## src/rtl/demux_pkg.sv

```systemverilog
// Shared constants and types for the 1:8 stream demultiplexer.
package demux_pkg;
  localparam int NUM_CH = 8;
  localparam int SEL_W  = 3;
  typedef logic [SEL_W-1:0] sel_t;
endpackage

```

## src/rtl/demux_slot.sv

```systemverilog
// One-entry holding register for a single output channel.
module demux_slot #(
  parameter int N = 1
) (
  input  logic         clk,
  input  logic         rst,
  input  logic         load,
  input  logic [N-1:0] d,
  input  logic         ready,
  output logic [N-1:0] q,
  output logic         valid
);
  logic [N-1:0] q_q, q_d;
  logic         valid_q, valid_d;

  // A load wins over a delivery, so a word may be replaced without a bubble.
  always_comb begin
    q_d     = q_q;
    valid_d = valid_q;
    if (load) begin
      q_d     = d;
      valid_d = 1'b1;
    end else if (valid_q && ready) begin
      valid_d = 1'b0;
    end
  end

  always_ff @(posedge clk or posedge rst) begin
    if (rst) begin
      q_q     <= '0;
      valid_q <= 1'b0;
    end else begin
      q_q     <= q_d;
      valid_q <= valid_d;
    end
  end

  assign q     = q_q;
  assign valid = valid_q;
endmodule

```

## src/rtl/demux8_stream.sv

```systemverilog
// Registered 1:8 stream demultiplexer with explicit or round-robin destination.
module demux8_stream #(
  parameter int N = 1
) (
  input  logic         clk,
  input  logic         rst,
  input  logic [N-1:0] in_data,
  input  logic         in_valid,
  output logic         in_ready,
  input  logic [2:0]   switch,
  input  logic         auto,
  output logic [N-1:0] out0,
  output logic [N-1:0] out1,
  output logic [N-1:0] out2,
  output logic [N-1:0] out3,
  output logic [N-1:0] out4,
  output logic [N-1:0] out5,
  output logic [N-1:0] out6,
  output logic [N-1:0] out7,
  output logic [7:0]   out_valid,
  input  logic [7:0]   out_ready,
  output logic [2:0]   rr_ptr
);
  import demux_pkg::*;

  sel_t              dest;
  sel_t              rr_ptr_q, rr_ptr_d;
  logic              transfer;
  logic [NUM_CH-1:0] load_vec;
  logic [N-1:0]      slot_q [NUM_CH];

  // in_ready deliberately ignores in_valid and in_data to avoid a loop.
  always_comb begin
    dest     = auto ? rr_ptr_q : sel_t'(switch);
    in_ready = ~out_valid[dest] | out_ready[dest];
    transfer = in_valid & in_ready;
    rr_ptr_d = rr_ptr_q;
    if (transfer && auto) rr_ptr_d = rr_ptr_q + sel_t'(1);
  end

  always_ff @(posedge clk or posedge rst) begin
    if (rst) rr_ptr_q <= '0;
    else     rr_ptr_q <= rr_ptr_d;
  end

  generate
    for (genvar gi = 0; gi < NUM_CH; gi++) begin : g_slot
      assign load_vec[gi] = transfer & (dest == sel_t'(gi));
      demux_slot #(.N(N)) u_slot (
        .clk   (clk),
        .rst   (rst),
        .load  (load_vec[gi]),
        .d     (in_data),
        .ready (out_ready[gi]),
        .q     (slot_q[gi]),
        .valid (out_valid[gi])
      );
    end
  endgenerate

  assign out0   = slot_q[0];
  assign out1   = slot_q[1];
  assign out2   = slot_q[2];
  assign out3   = slot_q[3];
  assign out4   = slot_q[4];
  assign out5   = slot_q[5];
  assign out6   = slot_q[6];
  assign out7   = slot_q[7];
  assign rr_ptr = rr_ptr_q;
endmodule

```

## config.mk

```make
export PLATFORM = sky130hd
export DESIGN_NAME = demux8_stream
export DESIGN_NICKNAME = d
export VERILOG_FILES = /design/src/rtl/demux_pkg.sv /design/src/rtl/demux_slot.sv /design/src/rtl/demux8_stream.sv
export SDC_FILE = /design/constraint.sdc
export NUM_CORES = 1
export LEC_CHECK = 0
export ABC_AREA = 1
export ABC_CLOCK_PERIOD_IN_PS = 1600
export CORE_MARGIN = 2
export CORE_UTILIZATION = 48
export DETAILED_ROUTE_END_ITERATION = 7
export HOLD_SLACK_MARGIN = 0.08
export PLACE_DENSITY = 0.79
export REMOVE_ABC_BUFFERS = 1
export SETUP_SLACK_MARGIN = 0.1
export SLEW_MARGIN = 20
export SYNTH_ARGS = -nofsm -noshare
export SYNTH_HDL_FRONTEND = slang
export SYNTH_SLANG_ARGS = --single-unit
```

## constraint.sdc

```tcl
create_clock -name clk -period 1.6 [get_ports clk]
set_input_delay 0.32 -clock clk [delete_from_list [all_inputs] [get_ports clk]]
set_output_delay 0.32 -clock clk [all_outputs]
set_load 0.02 [all_outputs]
```

**Word-level counts from Yosys, hierarchy flattened**

Index checks and enable logic that the tools add are counted.

- Add/sub/neg operators: 1
- Magnitude comparators: 1
- Eq/ne operators: 7
- Multiplexer cells: 21
- Bitwise gates (word level): 11
- Reductions and logical operators: 18

Operators with widths:

| cell | count |
|---|---|
| 1-bit two-way mux | 18 |
| 2-bit nonzero test | 8 |
| 3-bit == test, second input constant | 4 |
| 1-bit AND | 9 |
| 1-bit logical AND | 9 |
| 1-bit binary-select mux with 3-bit select | 2 |
| 3-bit by 2-bit == test with 1-bit output, second input constant | 2 |
| 3-bit by 4-bit less-than comparator with 1-bit output, second input constant | 1 |
| 3-bit by 1-bit adder with 3-bit output, second input constant | 1 |
| 3-bit by 1-bit == test with 1-bit output, second input constant | 1 |
| 3-bit logical NOT | 1 |
| 3-bit two-way mux | 1 |
| 1-bit inverter | 1 |
| 1-bit bitwise OR | 1 |

- Register bits after elaboration: 19
- Output and inout port bits: 20

**Depth between registers and ports, before layout**

- Word-level depth: 8
- Mapped depth: 14
- Depth with buffers taken out: 12

**Cells and area by module**

A second synthesis with hierarchy kept.

- Cells, all modules: 178
- Area, all modules: 1159.9 sq um

By module, submodules not included:

| module | times used | cells an instance | area an instance (sq um) | sequential area each (sq um) |
|---|---|---|---|---|
| demux_slot | 8 | 10 | 80.1 | 50.0 |
| demux8_stream | 1 | 98 | 519.2 | 75.1 |

**Least setup slack after synthesis**

Ideal clock, no wire load.

- Path kind: flip-flop to output port
- Start: reg rr_ptr_q[0], in the netlist rr_ptr[0]
- End: out in_ready
- Arrival: 1363 ps
- Slack: -83 ps
- Stages on the path, launching flop included: 10
- Buffers on the path: 0
- Cell sequence: dfrtp_1 > inv_1 > nand2_1 > nand2_1 > nand3_1 > nand2_1 > nor2_2 > nand3_4 > nand2_4 > inv_1

- Longest elaborated chain between the ends: 5

RTL lines:

| element | line | source |
|---|---|---|
| start: declaration | demux8_stream.sv:27 | `sel_t rr_ptr_q, rr_ptr_d;` |
| start signal: assignment | demux8_stream.sv:43 | `else rr_ptr_q <= rr_ptr_d;` |
| 3-bit two-way mux (*) | demux8_stream.sv:34 | `dest = auto ? rr_ptr_q : sel_t'(switch);` |
| 1-bit binary-select mux with 3-bit select | demux8_stream.sv:35 | `in_ready = ~out_valid[dest] \| out_ready[dest];` |
| 1-bit two-way mux (implied by the code) | demux8_stream.sv:35 |  |
| 1-bit inverter | demux8_stream.sv:35 |  |
| 1-bit bitwise OR (*) | demux8_stream.sv:35 |  |
| end: declaration | demux8_stream.sv:9 | `output logic in_ready,` |

Mark *: on every way between the ends. The rest lies on a longest branch, timed or not. The select of a mux whose other input is x is not followed.

**Final worst setup path**

- Start: in auto
- End: out in_ready

- Longest elaborated chain between the ends: 5

RTL lines:

| element | line | source |
|---|---|---|
| start: declaration | demux8_stream.sv:11 | `input logic auto,` |
| 3-bit two-way mux (*) | demux8_stream.sv:34 |  |
| 1-bit binary-select mux with 3-bit select | demux8_stream.sv:35 |  |
| 1-bit two-way mux (implied by the code) | demux8_stream.sv:35 |  |
| 1-bit inverter | demux8_stream.sv:35 |  |
| 1-bit bitwise OR (*) | demux8_stream.sv:35 |  |

Marks and branches as above.

==> flow_summary.yaml <==
finish:
  layout.nets: 252
  fin_cells: 265
  n_fill_cell: 203
  n_antenna_cell: 0
  area_growth_pct: 49.9
  stdcell_area_um2: 2020
  drive_gt1_frac: 0.432
power:
  p_sw_w: 0.00108
  peakVddDrop_v: 0.00103
  pwr-share-comb: 0.587
  pwr_density_cell_nw_per_um2: 1200
  p_seq_frac: 0.307
  p_leak_nw: 1.06
  swShare: 0.446
  pwr-share-clk: 0.106
  p_int_w: 0.00134
grt:
  grt.total_usage: 0.257
  antenna_found_initial: 0
  grt_pass1_wl_mm: 6.34
  grt_max_degree: 20
  overflow: 0
  grt_pass1_vias: 1343
logic_synthesis:
  synth_top_family_by_area: "simple AND/OR/NAND/NOR gates"
  synthMuxAreaShare: 0
  netlist_area_um2: 1350
  ys_ff_latch: 19
  synth-seq-area-share: 0.353
  avgSynthCellArea_um2: 8.01
  synth_adder_area_share: 0.00930
  syn_inst: 168
  synth-xor-area-share: 0.00651
  synth_cell_types: 22
  yosys_warnings: 0
  synth_compound_area_frac: 0.0223
  yosys.area_share.simple: 0.473
detailed_routing:
  dr.pass1.iters: 4
  wl_per_cell_um: 14.4
  drt_iter0_drc: 36
  via_per_inst: 5.09
  ant_nets: 0
  drc: 0
  finalWirelength_mm: 3.83
  route.vias.total: 1350
floorplanning:
  rows: 19
  coreArea_um2: 2710
  start_util: 0.496
  die_x_um: 56.9
  io_pins: 36
  die_area_um2: 3240
  die_h_um: 56.9
sta:
  hold_viol: 0
  fin_ws_ns: -0.277
  period_share: 1.17
  worst_pin_slew_ns: 0.456
  max-slew-margin-rel: 0.695
  finalSetupViolations: 14
  finalClockSkew_ns: 0.00844
  rsz0062_at_grt: "true"
  slew_violations: 0
  fmax_ghz: 0.533
  period_needed_ns: 1.88
placement:
  post-place-cells: 252
  hpwl_mm: 2.73
  gp_congestion: 0.900
  port-buffer-count: 35
  dpl-instance-area_um2: 1860
clocking:
  clk_transition_reported_paths_ns: 0.12
  clock_path_buffers: 2
  clock_sinks: 19
  cts_tree: "built"
  clock_latency_ns: 0.31
  cts_buffers: 3
  clockRootBuffer: "clkbuf_4"
  ctsHoldBuffers: 0
  cts_htree_levels: 1
worst_setup_path:
  cp-start-kind: "primary input"
  worstPathCellList: "dlygate4sd2_1 > buf_6 > inv_6 > nand2_8 > nand2_8 > nand2_1 > nand2_1 > nand2_1 > nand2_2 > nand3_4 > nand2_4 > inv_2 > buf_6"
  arrival_ns: 1.56
  required_ns: 1.28
  cpMaxStageDelayCell: "dlygate4sd2_1"
  critPathKind: "in2out"
  cp-end-kind: "output port"
  max_stage_delay_ns: 0.25
  path_common_cell: "nand2_1"
  path_delay_family: "buffers and inverters"
  path_buf_inv: 5
  cp_max_fo: 8
flow_run:
  cap_violations: 0
min_path:
  holdCritPathClass: "in2async"
run_status:
  violations: "negative setup slack"
  outcome: "finished with violations"
## per-layer routing
metal	up-vias	global-route usage	share of wire	routed length, um
met5	-	0	0	0
li1	659	-	-	-
met4	0	0.116	0.022	84
met3	7	0.0431	0.036	137
met1	647	0.321	0.41	1580
met2	37	0.435	0.53	2030
## logic make-up after synthesis
family / count (synthesis)
compound gates: 6
xor+xnor: 1
fa+ha+maj: 1
buf+inv: 32
flops: 19
simple gates: 109
## state kept, by name (all words and copies together) (netlist names)
register and flops:
g_slot.u_slot.q 8, g_slot.u_slot.valid 8, rr_ptr 3
## tightest hold or removal path, cell delays in order
cell and delay, ns:
clkdlybuf4s50_1 0.39, inv_1 0.05, buf_4 0.26
## worst paths after layout
path                                                 from                              to  slack (ns)  cells past startpoint
max in group asynchronous                             rst           rr_ptr[0]$_DFFE_PP0P_        1.07                      3
hold / removal                                        rst           rr_ptr[0]$_DFFE_PP0P_        0.31                      3
setup reg to reg                    rr_ptr[0]$_DFFE_PP0P_  g_slot[2].u_slot.q$_DFFE_PP0P_       -0.09                     13
min in group clk           g_slot[3].u_slot.q$_DFFE_PP0P_  g_slot[3].u_slot.q$_DFFE_PP0P_        0.49                      2
setup / recovery                                     auto                        in_ready       -0.28                     13
hold reg to reg            g_slot[3].u_slot.q$_DFFE_PP0P_  g_slot[3].u_slot.q$_DFFE_PP0P_        0.49                      2
## power groups by stage
| stage | logic (W) | registers [W] | clock network (W) |
|---|---|---|---|
| floorplan | 0.000499 | 0.000961 | 0 |
| global placement | 0.00137 | 0.000744 | 0 |
| detailed placement | 0.00139 | 0.000752 | 0 |
| CTS | 0.00138 | 0.000741 | 0.000267 |
| global route | 0.00154 | 0.000761 | 0.000288 |
| finish | 0.00142 | 0.000744 | 0.000258 |
## synthesized netlist by cell type, drive strengths merged
cell type  count  area share
inv           20       0.060
ha             1      0.0093
nor2          14       0.056
dfrtp         19        0.35
o21ai          6       0.022
buf           11       0.073
nand4          9       0.042
nand3         23        0.14
nand2         63        0.23
clkbuf         1      0.0028
xor2           1      0.0065
## repair_timing
| action | CTS | global route |
|---|---|---|
| setup endpoints to repair | 39 | 29 |
| cloned | 0 | 1 |
| resized for setup | 58 | 26 |
| pin swaps | 21 | 14 |
| setup buffers | 5 | 3 |
## layout make-up
class / instances / area [um2] / share of cell area
multi-input cells: 117 / 776 / 0.385
repair buffers: 74 / 617 / 0.306
flip-flops and latches: 19 / 477 / 0.236
inverters: 20 / 80.1 / 0.0397
well taps: 31 / 38.8 / 0.0192
clock buffers: 3 / 22.5 / 0.0112
clock inverters: 1 / 5.00 / 0.00248
## cells in the final DEF, fill, tap and decap left out, types with 2 or more instances in the layout
cell type        netlist  final
nand2_1               51     41
buf_4                  9     34
dfrtp_1               19     18
inv_1                 18     16
nand2_2                6     12
nand3_2               10     12
dlygate4sd2_1          0     12
clkdlybuf4s50_1        0     12
nand4_1                9      9
nand2_4                4      8
nand3_1               11      8
nor2_1                 9      8
clkbuf_2               0      7
nor2_4                 2      5
o21ai_1                0      5
buf_6                  1      5
inv_2                  1      3
nand3_4                2      3
clkbuf_4               0      3
nand2_8                2      2
clkdlybuf4s15_1        0      2
## stage by stage
step	total power (W)	TNS, ns	worst slack, ns	utilization	hold WS, ns
after floorplan	0.00146	-0.259	-0.0834	-	0.271
after global placement	0.00211	-10.46	-0.974	0.685	0.464
after detailed placement	0.00214	-11.58	-1.00	0.685	0.464
after CTS	0.00238	-1.21	-0.330	0.726	0.304
after global routing	0.00259	-2.92	-0.369	0.744	0.316
final	0.00243	-1.04	-0.277	0.744	0.310
No activity file was read; power rests on OpenSTA's default activity.
